<file path="src/rtl/prog_clk_div.sv">
`default_nettype none
// ============================================================================
// Module      : prog_clk_div
// Description : Multi-channel synchronous clock divider. Each channel has a
//               runtime-programmable integer ratio and produces a registered
//               divided-clock level plus a one-cycle tick enable. Ratio
//               changes are deferred to the channel's terminal count so the
//               outputs never glitch; a global sync restarts all channels in
//               phase.
// Revision    : 1.0 - initial release
// ============================================================================
module prog_clk_div #(
    parameter int N_CH      = 4,
    parameter int DIV_W     = 8,
    parameter int RESET_DIV = 2,
    localparam int c_CH_W   = (N_CH > 1) ? $clog2(N_CH) : 1
) (
    input  logic              clk,
    input  logic              reset,
    input  logic [N_CH-1:0]   en,
    input  logic              sync,
    input  logic              cfg_valid,
    input  logic [c_CH_W-1:0] cfg_ch,
    input  logic [DIV_W-1:0]  cfg_div,
    output logic [N_CH-1:0]   cfg_pending,
    output logic [N_CH-1:0]   clk_out,
    output logic [N_CH-1:0]   tick
);

    localparam logic [DIV_W-1:0] c_RESET_DIV = DIV_W'(RESET_DIV);

    genvar gi;
    generate
        for (gi = 0; gi < N_CH; gi++) begin : g_ch
            logic [DIV_W-1:0] r_cnt;
            logic [DIV_W-1:0] r_div;
            logic [DIV_W-1:0] r_shadow;
            logic             r_pend;
            logic             r_clk;
            logic             r_tick;

            logic             w_active;
            logic [DIV_W-1:0] w_last;
            logic             w_term;
            logic [DIV_W:0]   w_half;
            logic             w_lo_half;
            logic             w_wr;

            // A zero ratio parks the channel exactly like a cleared enable.
            assign w_active  = en[gi] && (r_div != '0);
            assign w_last    = r_div - 1'b1;
            assign w_term    = w_active && (r_cnt == w_last);
            // High phase length ceil(D/2), widened so D = 2^DIV_W-1 cannot wrap.
            assign w_half    = ({1'b0, r_div} + 1'b1) >> 1;
            assign w_lo_half = ({1'b0, r_cnt} < w_half);
            assign w_wr      = cfg_valid && (cfg_ch == c_CH_W'(gi));

            // Counter, ratio shadowing and registered output decode for one channel.
            always_ff @(posedge clk) begin
                if (!reset) begin
                    r_cnt    <= '0;
                    r_div    <= c_RESET_DIV;
                    r_shadow <= '0;
                    r_pend   <= 1'b0;
                    r_clk    <= 1'b0;
                    r_tick   <= 1'b0;
                end else begin
                    // Outputs always decode the counter value before this edge.
                    r_clk  <= w_active && w_lo_half;
                    r_tick <= w_term;

                    if (sync || !w_active || w_term) begin
                        r_cnt <= '0;
                    end else begin
                        r_cnt <= r_cnt + 1'b1;
                    end

                    if (w_wr && (!w_active || w_term)) begin
                        // Safe point right now: load the new ratio directly.
                        r_div  <= cfg_div;
                        r_pend <= 1'b0;
                    end else begin
                        if (r_pend && (w_term || !w_active || sync)) begin
                            r_div  <= r_shadow;
                            r_pend <= 1'b0;
                        end
                        // A newer write lands in the shadow; last write wins.
                        if (w_wr) begin
                            r_shadow <= cfg_div;
                            r_pend   <= 1'b1;
                        end
                    end
                end
            end

            assign clk_out[gi]     = r_clk;
            assign tick[gi]        = r_tick;
            assign cfg_pending[gi] = r_pend;
        end
    endgenerate

endmodule
`default_nettype wire

</file>
<file path="config.mk">
export PLATFORM = sky130hd
export DESIGN_NAME = prog_clk_div
export DESIGN_NICKNAME = d
export VERILOG_FILES = /design/src/rtl/prog_clk_div.sv
export SDC_FILE = /design/constraint.sdc
export NUM_CORES = 1
export LEC_CHECK = 0
export BUFFER_PORTS_ARGS = -buffer_cell sky130_fd_sc_hd__buf_2
export CAP_MARGIN = 0
export CORE_MARGIN = 3
export CORE_UTILIZATION = 30
export CTS_CLUSTER_DIAMETER = 100
export DETAILED_ROUTE_END_ITERATION = 10
export PLACE_DENSITY = 0.53
export SLEW_MARGIN = 10
export SYNTH_ARGS = -nofsm -noshare
export SYNTH_HDL_FRONTEND = slang
export SYNTH_SLANG_ARGS = --single-unit
</file>
<file path="constraint.sdc">
create_clock -name clk -period 2.54 [get_ports clk]
set_clock_uncertainty 0.2 [all_clocks]
set_input_delay 0.254 -clock clk [delete_from_list [all_inputs] [get_ports clk]]
set_output_delay 0.254 -clock clk [all_outputs]
set_load 0.02 [all_outputs]
</file>
; After elaboration in Yosys (flattened, before gate mapping)
; Cells that the tools add are included.
; W data, S select, Z words.
[classes]
n_addsub = 12
magnitude_cmp = 4
n_eq_ne = 7
muxes = 16
n_bitwise = 5
n_reduce_logical = 69
[op_table]
columns = cell, count
row1 = $mux W8, 8
row2 = $add A8 B1 Y9 const B, 4
row3 = $add A8 B1 Y8 const B, 4
row4 = $eq A8 B8 Y1, 4
row5 = $lt A8 B8 Y1, 4
row6 = $reduce_bool A8 Y1, 4
row7 = $sub A8 B1 Y8 const B, 4
row8 = $logic_and A1 B1 Y1, 24
row9 = $logic_or A1 B1 Y1, 16
row10 = $reduce_bool A2 Y1, 8
row11 = $reduce_or A2 Y1, 8
row12 = $mux W1, 8
row13 = $reduce_and A2 Y1, 4
row14 = $not A1 Y1, 5
row15 = $eq A2 B2 Y1 const B, 2
row16 = $logic_not A1 Y1, 4
row17 = $eq A2 B1 Y1 const B, 1
row18 = $logic_not A2 Y1, 1
[totals]
regBits = 108
input_bits = 18
output_inout_bits = 12
wordCells = 137

; Logic depth before layout (Yosys ltp)
; Gate-level depths: netlist (run 1).
[logic_depth]
depth_word = 8
mapped_depth = 11
ltp_nobuf = 9

; Worst setup path before layout (run 1)
; OpenSTA, ideal clock, no wires.
[synth_timing]
path_type = reg-to-reg
startpoint = reg g_ch[3].r_div[0]
endpoint = reg g_ch[3].r_div[6]
setup_ns = 0.132
arrival_time_ns = 2.355
required_time_ns = 2.208
slack_ns = -0.147
path_stages_with_launch = 12
path_buffers = 2
synth_period_minus_slack_ns = 2.687
path_cell_list = dfxtp_1 clkbuf_1 inv_1 ha_1 o21ba_2 a221oi_1 a31oi_1 a2111oi_4 o21bai_1 clkbuf_1 o21ai_0 a21oi_1
[synth_via]
elab_chain_cells = 7
word_cells_on_any_way = 12
cone_classes = add/sub (1) / eq/ne (1) / mux (1) / reduce/logical (9)
[synth_rtl]
columns = element, line_no
row1 = from (decl), 36  ; logic [DIV_W-1:0] r_div;
row2 = from (signal assigned), 62  ; r_div <= c_RESET_DIV;
row3 = from (signal assigned), 80  ; r_div <= cfg_div;
row4 = from (signal assigned), 84  ; r_div <= r_shadow;
row5 = $sub A8 B1 Y8 / $reduce_bool A8 Y1 (equally long branches), "51, 50"
row6 = $eq A8 B8 Y1 / $logic_and A1 B1 Y1 (equally long branches), "52, 50"
row7 = $logic_and A1 B1 Y1 / $logic_not A1 Y1 (equally long branches), "52, 78, 83"
row8 = $logic_or A1 B1 Y1 *, "78, 83"
row9 = $logic_or A1 B1 Y1, 83  ; if (r_pend && (w_term || !w_active || sync)) begin
row10 = $logic_and A1 B1 Y1, 83
row11 = $reduce_bool A2 Y1 (no source line), -
; Every way passes the cells marked *; elsewhere a longest branch is shown, timed or not.
; A chain may end at the register's enable or synchronous reset.

; Final worst setup path (run 1)
[layout_timing]
startpoint = reg g_ch[0].r_div[1]
endpoint = reg g_ch[0].r_div[1]
[layout_via]
elab_chain_cells = 7
word_cells_on_any_way = 12
cone_classes = add/sub (1) / eq/ne (1) / mux (1) / reduce/logical (9)
[layout_rtl]
columns = element, line_no
row1 = from (decl), 36
row2 = from (signal assigned), 62
row3 = from (signal assigned), 80
row4 = from (signal assigned), 84
row5 = $sub A8 B1 Y8 / $reduce_bool A8 Y1 (equally long branches), "51, 50"
row6 = $eq A8 B8 Y1 / $logic_and A1 B1 Y1 (equally long branches), "52, 50"
row7 = $logic_and A1 B1 Y1 / $logic_not A1 Y1 (equally long branches), "52, 78, 83"
row8 = $logic_or A1 B1 Y1 *, "78, 83"
row9 = $logic_or A1 B1 Y1, 83
row10 = $logic_and A1 B1 Y1, 83
row11 = $reduce_bool A2 Y1 (no source line), -
; Marked as above.

==> impl_metrics.csv, run 1 <==
group,metric,value,unit
sta,fmax,375,MHz
sta,holdWs,0.0571,ns
die,rows,53,
synthesis,synth-main-ff-cell,"dfxtp_1",
critical_path,end_kind,"register",
sta,min_period,2.67,ns
sta,setup_tns,-1.74,ns
die,dieArea,23600,sq um
sta,hold_viol,0,
layout,n_antenna_cell,0,
cts,cts_tree,"built",
sta,relSlewSlack,0.726,
grt,track_usage,0.130,
routing,wirelength,15200,um
critical_path,slowest_stage,"or4_4",
grt,gr-total-overflow,0,
job,cap_violations,0,
routing,routed_via_density,4.73,
layout,multi_input_area,4280,sq um
cts,hold_buffers,0,
sta,drv_slew,0,
hold_path,worstHoldPathCells,3,
power,pwr-share-seq,0.466,
critical_path,r2r-start,"g_ch[0].r_div[1]",
power,leakage,3.37,nW
routing,drc,0,
cts,clk_path_buf_depth,2,
synthesis,synth_edf_count,0,
layout,seqCellArea,2180,sq um
critical_path,crit_fanout,8,
place,place_area,7390,sq um
layout,fillCellCount,2181,
hold_path,min-delay-start,"cfg_div[1]",
layout,fin_cells,1069,
die,coreArea,21200,sq um
synthesis,yosysSeqAreaShare,0.330,
sta,worst_slew_pin_slew,0.411,ns
routing,drtAntennaViolNets,0,
routing,dr.pass1.iters,4,
sta,post-route-worst-setup-slack,-0.127,ns
critical_path,rrSetupSlack,-0.13,ns
cts,clk_pin_slew_worst_paths,0.08,ns
cts,clock_latency,0.36,ns
cts,clock_tree.root_cell,"clkbuf_16",
routing,wl_per_cell,14.2,um
cts,clock_sinks,108,
routing,drtIter0Drc,259,
synthesis,ys_ff_latch,108,
grt,grt_pass1_vias,4885,
critical_path,start_kind,"register",
critical_path,path_buf_inv,2,
outcome,status,"finished, violations left",
synthesis,synth_cells,721,
power,power_density,477,nW/um^2
power,switching_power,1.08,mW
die,die_y,154,um
power,vdd_drop_max,0.306,mV
place,place.gp.congestion,0.861,
layout,area_growth,23.0,%
critical_path,cp.arrival,2.70,ns
power,p_comb_frac,0.158,
grt,grt_max_degree,36,
layout,fin_util,0.379,
outcome,violations,"negative setup slack",
hold_path,worstHoldEndpoint,"g_ch[0].r_shadow[1]",
cts,cts-htree-levels,3,
synthesis,synth_fp_nets,779,
layout,final_net_count,847,
critical_path,critPathMaxStageDelay,0.54,ns
power,p_clk_frac,0.377,
power,p_int,2.76,mW
critical_path,required,2.57,ns
grt,antenna_found_initial,0,
synthesis,synth_warnings,0,
critical_path,rr_endpoint,"g_ch[0].r_div[1]",
synthesis,async_reset_ff_frac,0,
sta,finalCritPeriodShare,1.05,
layout,final_common_cell,"dfxtp_1",
place,portBuffers,29,
synthesis,ys_types,47,
die,io-pin-count,30,
sta,rsz0062_at_grt,"true",
critical_path,r2r_cells,9,
die,die_w,154,um
place,dp.cells,1044,
routing,dr_total_vias,5060,
critical_path,worstSetupPathType,"reg -> reg",
hold_path,hold_path_class,"in -> reg",
critical_path,path_cells,"or4_4, o221a_1, a211oi_2, a2111oi_4, buf_4, o31ai_4, buf_12, mux2i_1, a31oi_1",
synthesis,syn_avg_cell_area,9.08,sq um
grt,grt_pass1_wl,25300,um
cts,cts_buffers,9,
layout,final_cell_mix,"dfxtp_1 (100), buf_4 (72), mux2i_1 (64), nor2_1 (52), xnor2_1 (43)",
synthesis,netlist_area,6550,sq um
layout,drive_gt1_frac,0.244,
place,place_hpwl,11100,um
critical_path,crit_family,"compound AO/OA/AOI/OAI gates",
layout,fin_area,8050,sq um
power,switching_share,0.281,
sta,setup_viol,26,
die,start_util,0.308,
## cells in the mapped netlist (5+ instances only)
cell / count / share of area
a31oi_1: 10 / 0.0096
xnor2_1: 46 / 0.062
ha_1: 40 / 0.076
nand3_1: 40 / 0.031
buf_2: 6 / 0.0046
nor2_1: 56 / 0.032
o21ai_0: 27 / 0.021
a21oi_1: 32 / 0.024
nand2b_1: 5 / 0.0048
xor2_1: 38 / 0.051
buf_4: 12 / 0.014
nor2b_1: 37 / 0.035
nand4_1: 10 / 0.0096
inv_1: 12 / 0.0069
clkbuf_1: 41 / 0.024
and3_1: 16 / 0.015
nand2_1: 19 / 0.011
nor3_1: 13 / 0.0099
mux2i_1: 64 / 0.098
a21o_1: 20 / 0.023
dfxtp_1: 108 / 0.33
nor3b_1: 6 / 0.0069
## power by group through the flow
stage | Sequential, mW | Combinational, mW | Clock [mW]
global placement | 1.83 | 0.549 | 0
global route | 1.80 | 0.673 | 1.57
detailed placement | 1.83 | 0.552 | 0
finish | 1.79 | 0.606 | 1.45
floorplan | 1.80 | 0.402 | 0
CTS | 1.79 | 0.568 | 1.50
## routing by layer
layer,wire [um],global-route usage
met5,0,0
met4,208,0.0425
met3,241,0.0186
met2,6920,0.205
met1,7850,0.184
## tightest hold or removal path: stages
cell and delay [ns]:
buf_2 0.15, mux2i_1 0.09, nor2b_1 0.09
## through the flow
| step | setup WS (ns) | power, mW |
|---|---|---|
| final | -0.127 | 3.84 |
| after global routing | -0.223 | 4.04 |
| after CTS | -0.102 | 3.85 |
| after detailed placement | -0.127 | 2.38 |
| after global placement | -0.0892 | 2.38 |
| after floorplan | -0.121 | 2.20 |
## sequential cells by signal, indices dropped and copies added, names as in the netlist
register and cells:
g_ch.r_cnt 32, g_ch.r_pend 4, g_ch.r_clk 4, g_ch.r_shadow 32
g_ch.r_tick 4, g_ch.r_div 32
## timing repair
action,in CTS,in global routing
endpoints found under the setup margin,95,100
gates resized for setup,22,56
hold endpoints to repair,0,0
pin swaps,10,26
gates cloned,0,2
buffers inserted,3,7
## worst max-delay path by stage
stage	from	to	slack (ns)	cells after the start
finish	g_ch[0].r_div[1]	g_ch[0].r_div[1]	-0.13	9
CTS	g_ch[1].r_div[2]	g_ch[1].r_div[1]	-0.10	9
global route	g_ch[1].r_div[2]	g_ch[1].r_div[1]	-0.22	9
detailed placement	g_ch[1].r_div[2]	g_ch[1].r_pend	-0.13	8
global placement	g_ch[1].r_div[2]	g_ch[1].r_pend	-0.09	8
floorplan	g_ch[1].r_div[2]	g_ch[1].r_div[1]	-0.12	8
## cell type report
| type | count | share of cell area |
|---|---|---|
| repair buffers | 118 | 0.111 |
| multi-input cells | 540 | 0.532 |
| well taps | 275 | 0.0427 |
| flip-flops and latches | 108 | 0.271 |
| clock inverters | 6 | 0.00777 |
| clock buffers | 10 | 0.0297 |
| inverters | 12 | 0.00560 |
## cells by family after synthesis
family                   after synthesis  share of synthesized area
flip-flops                           108                      0.330
AND/OR/NAND/NOR                      222                      0.180
multiplexers                          64                     0.0979
AO/OA/AOI/OAI                        130                      0.151
buffers and inverters                 73                     0.0522
adder cells (fa/ha/maj)               40                     0.0765
XOR/XNOR                              84                      0.112
(Power assumes the default switching activity.)
==> run 2: changes to the inputs <==
--- a/config.mk
+++ b/config.mk
@@ -12,6 +12,7 @@
 export CTS_CLUSTER_DIAMETER = 100
 export DETAILED_ROUTE_END_ITERATION = 10
 export PLACE_DENSITY = 0.53
+export SETUP_SLACK_MARGIN = 0.1
 export SLEW_MARGIN = 10
 export SYNTH_ARGS = -nofsm -noshare
 export SYNTH_HDL_FRONTEND = slang
==> impl_metrics.csv, run 2 (synthesis results as in run 1) <==
group,metric,value,unit
outcome,status,"finished, violations left",
outcome,violations,"negative setup slack",
power,p_clk_frac,0.365,
routing,dr_total_vias,5088,
cts,hold_buffers,0,
die,start_util,0.308,
routing,drtAntennaViolNets,0,
grt,grt_use_met1,0.184,
cts,cts-htree-levels,3,
routing,wl_per_cell,14.4,um
layout,area_growth,25.0,%
cts,cts_buffers,9,
layout,multi_input_area,4420,sq um
grt,grt_pass1_wl,25700,um
critical_path,start_kind,"register",
critical_path,cp.arrival,2.70,ns
grt,antenna_found_initial,0,
grt,track_usage,0.132,
cts,clock_tree.root_cell,"clkbuf_16",
routing,routed_via_density,4.76,
sta,post-route-worst-setup-slack,-0.113,ns
critical_path,required,2.59,ns
hold_path,min-delay-start,"cfg_div[1]",
critical_path,worstSetupPathType,"reg -> reg",
power,power_density,465,nW/um^2
layout,fillCellCount,2171,
sta,relSlewSlack,0.376,
layout,drive_gt1_frac,0.272,
layout,n_antenna_cell,0,
sta,min_period,2.65,ns
place,place.gp.congestion,0.777,
sta,setup_viol,35,
place,place_hpwl,11100,um
power,pwr-share-seq,0.469,
sta,rsz0062_at_grt,"true",
sta,fmax,377,MHz
layout,final_cell_mix,"dfxtp_1 (96), buf_4 (71), mux2i_1 (62), nor2_1 (45), xnor2_1 (43)",
grt,use_met2,0.212,
die,rows,53,
power,vdd_drop_max,0.344,mV
power,p_comb_frac,0.166,
critical_path,crit_fanout,4,
critical_path,crit_path_start,"g_ch[1].r_div[2]",
power,switching_power,1.06,mW
power,p_int,2.75,mW
cts,clk_path_buf_depth,2,
routing,drtIter0Drc,261,
grt,gr-total-overflow,0,
layout,seqCellArea,2190,sq um
job,cap_violations,0,
layout,final_net_count,846,
power,leakage,3.38,nW
die,coreArea,21200,sq um
die,dieArea,23600,sq um
routing,dr.pass1.iters,5,
grt,grt_pass1_vias,5018,
critical_path,slowest_stage,"a2111oi_4",
critical_path,r2r-start,"g_ch[1].r_div[2]",
critical_path,path_cells,"or4_4, and4bb_1, a211oi_2, a2111oi_4, buf_4, nor2_4, buf_6, a32o_1",
critical_path,end_kind,"register",
die,die_w,154,um
layout,fin_util,0.386,
critical_path,critPathMaxStageDelay,0.54,ns
cts,clock_latency,0.37,ns
sta,worst_slew_pin_slew,0.934,ns
grt,use_met3,0.0236,
cts,cts_tree,"built",
critical_path,path_buf_inv,2,
die,die_y,154,um
cts,clk_pin_slew_worst_paths,0.08,ns
layout,reg_top3,"g_ch.r_cnt (32), g_ch.r_div (32), g_ch.r_shadow (32)",
place,portBuffers,29,
die,io-pin-count,30,
sta,holdWs,0.0492,ns
routing,drc,0,
critical_path,crit_family,"simple AND/OR/NAND/NOR gates",
grt,gr-max-usage-layer,"met2",
layout,final_common_cell,"dfxtp_1",
power,switching_share,0.278,
power,power,3.81,mW
cts,clock_sinks,108,
sta,finalCritPeriodShare,1.04,
sta,drv_slew,0,
sta,hold_viol,0,
hold_path,hold_path_class,"in -> reg",
routing,wirelength,15300,um
grt,grt_max_degree,78,
run 2: changes by cell type in the layout (fill, tap and decap cells not counted), sizes merged:
| cell | delta |
|---|---|
| inv | -2 |
| buf | -1 |
| clkinv | +2 |
run 2: per-layer routing:
layer / wire length (um) / vias to the layer above
li1: - / 2659
met1: 7810 / 2363
met2: 6990 / 56
met3: 368 / 10
met4: 172 / 0
met5: 0 / -
run 2: repair_timing:
item	CTS	global route
setup buffers	4	4
gates resized for setup	36	58
gates cloned	1	2
pin swaps	24	43
endpoints found under the setup margin	92	105
run 2: worst paths after layout:
path / cells past startpoint / slack (ns) / to
worst min register to register: 1 / 0.29 / g_ch[3].r_cnt[0]
worst max-delay path: 8 / -0.11 / g_ch[1].r_pend
worst max register to register: 8 / -0.11 / g_ch[1].r_pend
worst min-delay path: 3 / 0.05 / g_ch[0].r_shadow[1]
run 2: final cells by class:
class                           instances  area share
Sequential cell                       108       0.268
Inverter                               12     0.00611
Timing Repair Buffer                  117       0.110
Clock buffer                           10      0.0292
Multi-Input combinational cell        540       0.540
Clock inverter                          6     0.00550
Tap cell                              275      0.0420
run 2: worst reg2reg max path, delay by kind of cell, from the launching register on:
kind | cells | cell delay (ns)
buffers and inverters | 2 | 0.33
AOI/OAI and AO/OA | 3 | 0.85
DFF | 1 | 0.32
and+or+nand+nor | 3 | 0.85
run 2: power by group through the flow:
stage / Clock [mW] / Sequential (mW) / Combinational [mW]
floorplan: 0 / 1.80 / 0.413
global placement: 0 / 1.83 / 0.559
detailed placement: 0 / 1.83 / 0.561
CTS: 1.44 / 1.79 / 0.593
global route: 1.50 / 1.80 / 0.697
finish: 1.39 / 1.79 / 0.633
run 2: stage by stage:
stage / cells / TNS [ns] / area, sq um / worst slack (ns)
2_1_floorplan: 721 / -1.17 / 6690 / -0.121
3_3_place_gp: 1042 / -1.94 / 7470 / -0.180
3_5_place_dp: 1042 / -2.24 / 7470 / -0.146
4_1_cts: 1063 / -0.954 / 7920 / -0.0594
5_1_grt: 1068 / -8.00 / 8190 / -0.245
6_report: 1068 / -1.02 / 8190 / -0.113
==> run 3: changes to the inputs <==
--- a/config.mk
+++ b/config.mk
@@ -10,9 +10,11 @@
 export CORE_MARGIN = 3
 export CORE_UTILIZATION = 30
 export CTS_CLUSTER_DIAMETER = 100
+export CTS_CLUSTER_SIZE = 24
 export DETAILED_ROUTE_END_ITERATION = 10
 export PLACE_DENSITY = 0.53
 export SETUP_SLACK_MARGIN = 0.1
+export SKIP_LAST_GASP = 1
 export SLEW_MARGIN = 10
 export SYNTH_ARGS = -nofsm -noshare
 export SYNTH_HDL_FRONTEND = slang
==> impl_metrics.csv, run 3 (synthesis results as in run 1) <==
group,metric,value,unit
grt,grt_pass1_wl,25700,um
job,cap_violations,0,
outcome,status,"finished, violations left",
routing,dr_total_vias,5108,
critical_path,cp-endpoint,"g_ch[1].r_pend",
layout,n_antenna_cell,0,
power,power_density,465,nW/um^2
cts,clock_latency,0.37,ns
critical_path,cp.arrival,2.70,ns
sta,min_period,2.65,ns
sta,fmax,377,MHz
cts,clk_pin_slew_worst_paths,0.08,ns
die,dieArea,23600,sq um
critical_path,crit_path_start,"g_ch[1].r_div[2]",
grt,gr-total-overflow,0,
sta,drv_slew,0,
cts,cts_buffers,9,
routing,drtIter0Drc,310,
layout,reg_top3,"g_ch.r_cnt (32), g_ch.r_div (32), g_ch.r_shadow (32)",
critical_path,required,2.59,ns
power,leakage,3.38,nW
grt,grt_pass1_vias,5013,
routing,dr.pass1.iters,5,
critical_path,end_kind,"register",
cts,clk_path_buf_depth,2,
die,die_y,154,um
layout,final_common_cell,"dfxtp_1",
place,place.gp.congestion,0.777,
critical_path,path_cells,"or4_4, and4bb_1, a211oi_2, a2111oi_4, buf_4, nor2_4, buf_6, a32o_1",
cts,clock_tree.root_cell,"clkbuf_16",
routing,wirelength,15400,um
die,start_util,0.308,
power,power,3.81,mW
sta,worst_slew_pin_slew,0.927,ns
critical_path,r2r-start,"g_ch[1].r_div[2]",
grt,grt_max_degree,78,
die,io-pin-count,30,
place,portBuffers,29,
grt,track_usage,0.132,
sta,relSlewSlack,0.381,
sta,setup_viol,35,
critical_path,start_kind,"register",
die,coreArea,21200,sq um
outcome,violations,"negative setup slack",
sta,finalCritPeriodShare,1.04,
place,dp.cells,1042,
layout,final_cell_mix,"dfxtp_1 (96), buf_4 (71), mux2i_1 (62), nor2_1 (45), xnor2_1 (43)",
sta,hold_viol,0,
sta,rsz0062_at_grt,"true",
grt,grt_use_met1,0.184,
routing,drtAntennaViolNets,0,
grt,use_met2,0.212,
layout,area_growth,25.0,%
layout,fillCellCount,2171,
critical_path,rr_endpoint,"g_ch[1].r_pend",
critical_path,worstSetupPathType,"reg -> reg",
die,rows,53,
layout,fin_cells,1068,
critical_path,crit_fanout,4,
cts,clock_sinks,108,
place,dpl_worst_slack,-0.146,ns
critical_path,r2r_cells,8,
grt,use_met3,0.0236,
cts,hold_buffers,0,
die,die_w,154,um
critical_path,critPathMaxStageDelay,0.54,ns
routing,wl_per_cell,14.4,um
sta,post-route-worst-setup-slack,-0.112,ns
place,place_hpwl,11100,um
layout,drive_gt1_frac,0.272,
critical_path,rrSetupSlack,-0.11,ns
sta,setup_tns,-1.17,ns
cts,cts_tree,"built",
cts,cts-htree-levels,3,
grt,gr-max-usage-layer,"met2",
layout,final_net_count,846,
grt,antenna_found_initial,0,
critical_path,slowest_stage,"a2111oi_4",
power,vdd_drop_max,0.343,mV
hold_path,hold_path_class,"in -> reg",
routing,drc,0,
routing,routed_via_density,4.78,
run 3: area by class of cell:
cell class	instances	area (sq um)	area share
multi-input combinational	540	4420	0.540
sequential	108	2190	0.268
timing repair buffer	117	901	0.110
tap	275	344	0.0420
clock buffer	10	239	0.0292
inverter	12	50.0	0.00611
clock inverter	6	45.0	0.00550
run 3: worst min-delay path by stage:
stage / startpoint / to / slack [ns] / cells past startpoint
finish: cfg_div[1] / g_ch[0].r_shadow[1] / 0.05 / 3
detailed placement: g_ch[3].r_cnt[0] / g_ch[3].r_cnt[0] / 0.29 / 1
global placement: g_ch[3].r_cnt[0] / g_ch[3].r_cnt[0] / 0.30 / 1
floorplan: cfg_div[0] / g_ch[0].r_shadow[0] / 0.22 / 2
CTS: cfg_div[1] / g_ch[3].r_shadow[1] / 0.04 / 3
global route: en[0] / g_ch[0].r_clk / 0.08 / 4
run 3: stage by stage:
step	cell area [sq um]	hold slack, ns	util
after floorplan	6690	0.223	-
after global placement	7470	0.298	0.352
after detailed placement	7470	0.291	0.352
after CTS	7910	0.0375	0.373
after global routing	8190	0.0793	0.386
final	8190	0.0509	0.386
run 3: layer usage:
metal  vias to the layer above  routed length [um]
li1                       2657                   -
met1                      2382                7730
met2                        59                7020
met3                        10                 421
met4                         0                 175
met5                         -                   0
run 3: where the power goes:
part / internal, mW / switching [mW] / leakage (nW) / total, mW
combinational: 0.309 / 0.324 / 2.35 / 0.633
sequential: 1.74 / 0.0490 / 0.880 / 1.79
clock: 0.703 / 0.686 / 0.144 / 1.39
run 3: critical path: cells and delay by family, from the launching register on:
| family | cells | cell delay (ns) |
|---|---|---|
| AO/OA/AOI/OAI | 3 | 0.85 |
| AND/OR/NAND/NOR | 3 | 0.85 |
| flip-flops | 1 | 0.32 |
| buffers and inverters | 2 | 0.33 |
run 3: repair_timing:
item | in CTS | in global routing
gates resized for setup | 32 | 62
endpoints found under the setup margin | 92 | 105
setup buffers | 4 | 4
gates cloned | 1 | 2
pin swaps | 17 | 39
